==> src/rtl/mem_arbiter_pkg.sv <==
// Shared types for the main-memory arbiter: sequencer states and port ids.
package mem_arbiter_pkg;

   typedef enum logic [1:0] {
      IDLE    = 2'd0,
      SERVE_I = 2'd1,
      SERVE_D = 2'd2
   } state_t;

   // Port ids double as bit positions in the request/grant vectors.
   localparam logic PORT_I = 1'b0;
   localparam logic PORT_D = 1'b1;

endpackage

==> src/rtl/mem_arbiter_rr.sv <==
// Two-way round-robin picker. A lone request always wins; on a tie the
// port that was not granted most recently wins. Purely combinational.
module mem_arbiter_rr
   import mem_arbiter_pkg::*;
(
   input  logic [1:0] req,
   input  logic       last_grant,
   output logic [1:0] grant
);

   // Pick at most one winner, alternating on ties.
   always_comb begin
      grant = 2'b00;
      if (req[PORT_I] && req[PORT_D]) begin
         if (last_grant == PORT_D) grant[PORT_I] = 1'b1;
         else                      grant[PORT_D] = 1'b1;
      end else begin
         grant = req;
      end
   end

endmodule

==> src/rtl/mem_arbiter.sv <==
// Fetch/data arbiter and sequencer for the single shared byte memory.
// One access per cycle: a request acked in cycle N-1 drives the memory in
// cycle N and returns registered read data with a pulse in cycle N+1.
// Optional feature: define MEM_ARBITER_ALIGN_CHECK_EN to suppress misaligned
// word accesses and flag them on d_err.
module mem_arbiter
   import mem_arbiter_pkg::*;
#(
   parameter int AWIDTH = 32,
   parameter int DPORT  = 32
) (
   input  logic              clk,
   input  logic              rst_n,
   input  logic              i_req,
   input  logic [AWIDTH-1:0] i_addr,
   output logic              i_ack,
   output logic              i_rvalid,
   output logic [DPORT-1:0]  i_rdata,
   input  logic              d_req,
   input  logic              d_we,
   input  logic              d_byte,
   input  logic [AWIDTH-1:0] d_addr,
   input  logic [DPORT-1:0]  d_wdata,
   output logic              d_ack,
   output logic              d_rvalid,
   output logic [DPORT-1:0]  d_rdata,
   output logic              d_err,
   output logic              mem_wr,
   output logic              mem_byte,
   output logic [AWIDTH-1:0] mem_addr,
   output logic [DPORT-1:0]  mem_wdata,
   input  logic [DPORT-1:0]  mem_rdata
);

   state_t            state, state_nxt;
   logic              last_grant;
   logic [1:0]        grant;
   logic              mis_c;

   logic              we_p0;
   logic              byte_p0;
   logic              sup_p0;
   logic [AWIDTH-1:0] addr_p0;
   logic [DPORT-1:0]  wdata_p0;

   logic              i_vld_p1;
   logic              d_vld_p1;
   logic [DPORT-1:0]  i_rdata_p1;
   logic [DPORT-1:0]  d_rdata_p1;

   mem_arbiter_rr u_rr (
      .req        ({d_req, i_req}),
      .last_grant (last_grant),
      .grant      (grant)
   );

`ifdef MEM_ARBITER_ALIGN_CHECK_EN
   assign mis_c = (grant[PORT_I] && (i_addr[1:0] != 2'b00)) ||
                  (grant[PORT_D] && !d_byte && (d_addr[1:0] != 2'b00));
`else
   assign mis_c = 1'b0;
`endif

   // ---- stage p0: accept winner, latch its request ----

   // State, fairness pointer and suppression flag.
   always_ff @(posedge clk or negedge rst_n) begin
      if (!rst_n) begin
         state      <= IDLE;
         last_grant <= PORT_D;
         sup_p0     <= 1'b0;
      end else begin
         state  <= state_nxt;
         sup_p0 <= mis_c;
         if (grant != 2'b00) last_grant <= grant[PORT_D] ? PORT_D : PORT_I;
      end
   end

   // Request fields are only consumed while in a SERVE state, so no reset.
   always_ff @(posedge clk) begin
      if (grant[PORT_I]) begin
         we_p0    <= 1'b0;
         byte_p0  <= 1'b0;
         addr_p0  <= i_addr;
         wdata_p0 <= '0;
      end else if (grant[PORT_D]) begin
         we_p0    <= d_we;
         byte_p0  <= d_byte;
         addr_p0  <= d_addr;
         wdata_p0 <= d_wdata;
      end
   end

   // Next state follows the arbitration winner; no winner means IDLE.
   always_comb begin
      state_nxt = IDLE;
      if (grant[PORT_I])      state_nxt = SERVE_I;
      else if (grant[PORT_D]) state_nxt = SERVE_D;
   end

   // Acks straight from the picker; memory bus driven only in SERVE states.
   always_comb begin
      i_ack     = grant[PORT_I];
      d_ack     = grant[PORT_D];
      mem_wr    = 1'b0;
      mem_byte  = 1'b0;
      mem_addr  = '0;
      mem_wdata = '0;
      if ((state != IDLE) && !sup_p0) begin
         mem_wr    = we_p0;
         mem_byte  = byte_p0;
         mem_addr  = addr_p0;
         mem_wdata = wdata_p0;
      end
   end

   // ---- stage p1: capture memory read data, pulse completion ----

   // Response registers; rdata holds between pulses.
   always_ff @(posedge clk or negedge rst_n) begin
      if (!rst_n) begin
         i_vld_p1   <= 1'b0;
         d_vld_p1   <= 1'b0;
         i_rdata_p1 <= '0;
         d_rdata_p1 <= '0;
      end else begin
         i_vld_p1 <= (state == SERVE_I);
         d_vld_p1 <= (state == SERVE_D);
         if (state == SERVE_I) i_rdata_p1 <= sup_p0 ? '0 : mem_rdata;
         if (state == SERVE_D) d_rdata_p1 <= (we_p0 || sup_p0) ? '0 : mem_rdata;
      end
   end

`ifdef MEM_ARBITER_ALIGN_CHECK_EN
   logic d_err_p1;

   // Error flag accompanies the data completion of a suppressed access.
   always_ff @(posedge clk or negedge rst_n) begin
      if (!rst_n) d_err_p1 <= 1'b0;
      else        d_err_p1 <= (state == SERVE_D) && sup_p0;
   end

   assign d_err = d_err_p1;
`else
   assign d_err = 1'b0;
`endif

   assign i_rvalid = i_vld_p1;
   assign i_rdata  = i_rdata_p1;
   assign d_rvalid = d_vld_p1;
   assign d_rdata  = d_rdata_p1;

endmodule

==> config.mk <==
export PLATFORM = sky130hd
export DESIGN_NAME = mem_arbiter
export DESIGN_NICKNAME = d
export VERILOG_FILES = /design/src/rtl/mem_arbiter_pkg.sv /design/src/rtl/mem_arbiter_rr.sv /design/src/rtl/mem_arbiter.sv
export SDC_FILE = /design/constraint.sdc
export NUM_CORES = 1
export LEC_CHECK = 0
export BUFFER_PORTS_ARGS = -buffer_cell sky130_fd_sc_hd__buf_4
export CAP_MARGIN = 20
export CORE_MARGIN = 4
export CORE_UTILIZATION = 35
export DETAILED_ROUTE_END_ITERATION = 16
export PLACE_DENSITY = 0.65
export SLEW_MARGIN = 20
export SYNTH_ARGS = -nofsm -noshare
export SYNTH_HDL_FRONTEND = slang
export SYNTH_SLANG_ARGS = --single-unit
export TNS_END_PERCENT = 30
==> constraint.sdc <==
create_clock -name clk -period 1.41 [get_ports clk]
set_input_delay 0.2115 -clock clk [delete_from_list [all_inputs] [get_ports clk]]
set_output_delay 0.2115 -clock clk [all_outputs]
set_load 0.02 [all_outputs]
==> results_dict.tcl <==
set metrics [dict create \
    p_sw_share_pct 28.7 \
    num_vias 4435 \
    power_leakage_nw 4.16 \
    worst_r2r_endpoint "addr_p0[21]" \
    r2r-start "last_grant" \
    cp.required_ps 1200 \
    cp.arrival_ps 1470 \
    yosysMostFrequentCell "dfrtp_1" \
    reg2reg_depth 3 \
    synth_edf_count 32 \
    rrSetupSlack_ps 10 \
    yosys-top-cells-count "dfrtp_1, nor2b_1, mux2_2" \
    grt.total_usage_pct 17.4 \
    combPwrFrac_pct 27.2 \
    diodes 0 \
    cts.sinks 135 \
    synth_top_area_share_pct 30.3 \
    cp-end-kind "primary output" \
    setup_slack_ps -269 \
    fin_skew_ps 8.12 \
    die_area_um2 18100 \
    grt_overflow 0 \
    synth-seq-cells 135 \
    synthToLayoutAreaGrowth_pct 57.9 \
    ant_nets 0 \
    drive_gt1_share_pct 52.8 \
    finalCritPeriodShare_pct 119 \
    io_buffers 267 \
    antenna_found_initial 0 \
    place_congestion 0.777 \
    start_util_pct 35.6 \
    power_frac_clock_pct 33.3 \
    ys.flop_type "dfrtp_1" \
    startpoint_type "flip-flop" \
    finalSetupTns_ps -17310 \
    via_per_inst 4.57 \
    fmax_mhz 596 \
    crit_start "state[1]" \
    placed_cell_area_um2 7940 \
    violations "setup timing" \
    dp_hpwl_um 11700 \
    die_x_um 135 \
    final.fill_count 1380 \
    first_pass_iters 6 \
    netlist_instances 442 \
    crit_end "mem_wdata[5]" \
    wire_per_inst_um 16.4 \
    die_y_um 135 \
    cts.clk_slew.worst_paths_ps 50 \
    min_period_ps 1680 \
    nNetsFinal 876 \
    critPathKind "reg2out" \
    slew_viol_final 0 \
    cts-buffers-inserted 17 \
    ff_latch_area_um2 3370 \
    clock_latency_ps 410 \
    h-tree-depth 4 \
    rsz0062_at_grt "true" \
    setup_violations 68 \
    grt_pass1_vias 4648 \
    status "complete, but fails checks" \
    seqPwrFrac_pct 39.5 \
    critical_path.max_fanout 18 \
    powerDensity_nw_per_um2 1400 \
    synth.cell_area_um2 5610 \
    power.internal_w 0.00886 \
    yosys_warnings 0 \
    rows 46 \
    min_path_type "in2reg" \
    ir_drop_mv 0.791 \
    grt_max_degree 48 \
    grt_first_pass_wirelength_um 24600 \
    synthArstFlopShare_pct 51.1 \
    clock_path_buffers 2 \
    multi_input_comb_area_um2 2060 \
    routed_wl_um 15900 \
    drt-initial-drc-count 173 \
    dp_slack_ps 31.5 \
    syn-num-nets 576 \
    synth_area_leader_cell "dfrtp_1" \
    synth.avg_cell_area_um2 12.7 \
    finalInstanceArea_um2 8860 \
    root_buffer "clkbuf_16" \
    drc 0 \
    hold_viol_final 0 \
    cts_tree "yes" \
    synth.distinct_cells 24 \
    core_area_um2 15800 \
    power.switching_w 0.00356 \
    drv_cap 0 \
    io_pins 269 \
    final_util_pct 56.2 \
    ys_top_cells_by_area "dfrtp_1, edfxtp_1, dfxtp_1, mux2_2, nor2b_1" \
    whs_path_depth 2 \
    ys_seq_area_share_pct 60.0 \
]
## critical path: stages (launching register included)
cell     delay, ps
dfrtp_1        390
nor2_4          70
buf_4          140
buf_12         140
nor2b_1        150
buf_4          170
## metrics by stage
stage,power (W),hold slack [ps],cells
final,0.0124,21.3,971
after global routing,0.0130,10.3,971
after CTS,0.0125,0.110,969
after detailed placement,0.00823,154,911
after global placement,0.00817,150,911
after floorplan,0.00662,-84.1,442
## registers in the layout, indices dropped and copies added, names as in the netlist
signal,flops
addr_p0,32
d_rdata,32
i_rdata,32
wdata_p0,32
state,2
byte_p0,1
d_rvalid,1
i_rvalid,1
last_grant,1
we_p0,1
## metal layers
layer | share of wire (%) | global-route usage [%] | vias up
met4 | 1.2 | 5.26 | 0
met3 | 11 | 8.23 | 16
li1 | - | - | 2120
met1 | 38 | 19.5 | 2105
met2 | 50 | 29.6 | 194
met5 | 0 | 0 | -
## power by group through the flow
stage	logic, W	registers (W)	clock network [W]
after floorplan	0.00120	0.00542	0
after global placement	0.00321	0.00496	0
after detailed placement	0.00325	0.00498	0
after CTS	0.00340	0.00491	0.00424
after global routing	0.00361	0.00497	0.00440
final	0.00338	0.00491	0.00413
## cell type report
cell class	instances	share of cell area, %
Inverter	5	0.282
Multi-Input combinational cell	270	23.2
Timing Repair Buffer	313	29.2
Clock buffer	24	5.43
Tap cell	216	3.05
Clock inverter	8	0.833
Sequential cell	135	38.0
## how the worst min path moves through the flow
stage / startpoint / end / slack (ps)
5_1_grt: d_wdata[4] / wdata_p0[4] / 10
2_1_floorplan: rst_n / d_rdata[0] / -80
4_1_cts: d_we / we_p0 / 0.1
3_3_place_gp: rst_n / i_rdata[13] / 150
3_5_place_dp: rst_n / i_rdata[13] / 150
6_report: d_we / we_p0 / 20
## cell usage in the layout, fill, tap and decap left out, drive strengths merged
cell type    synthesis  routed
a22o                34      34
nor2                 3       3
edfxtp              32      32
nor2b               66      66
dfrtp               68      68
clkinvlp             0       3
o21ai               33      33
clkinv               0       5
a21oi                3       3
conb                 1       1
nand2b              34      34
inv                  5       4
buf                 23     293
mux2                64      64
dfstp                1       1
dfxtp               34      34
nand2               32      32
dlygate4sd3          0      19
bufinv               0       1
clkbuf               9      25
## what timing repair did
action                                  CTS  global route
endpoints found under the setup margin   68           120
hold endpoints to repair                 42             0
resized for setup                        10             6
hold buffers                             19             0
pin swaps                                 2             1
buffers inserted                          5             1
gates cloned                              2             1
## logic make-up after synthesis
logic type | after synthesis | synth area share [%]
AND/OR/NAND/NOR | 135 | 13.5
multiplexers | 64 | 13.5
other | 1 | 0.0668
flip-flops | 135 | 60.0
AO/OA/AOI/OAI | 70 | 8.78
buffers and inverters | 37 | 4.08
Note: power is estimated with default switching activity, not from simulation.
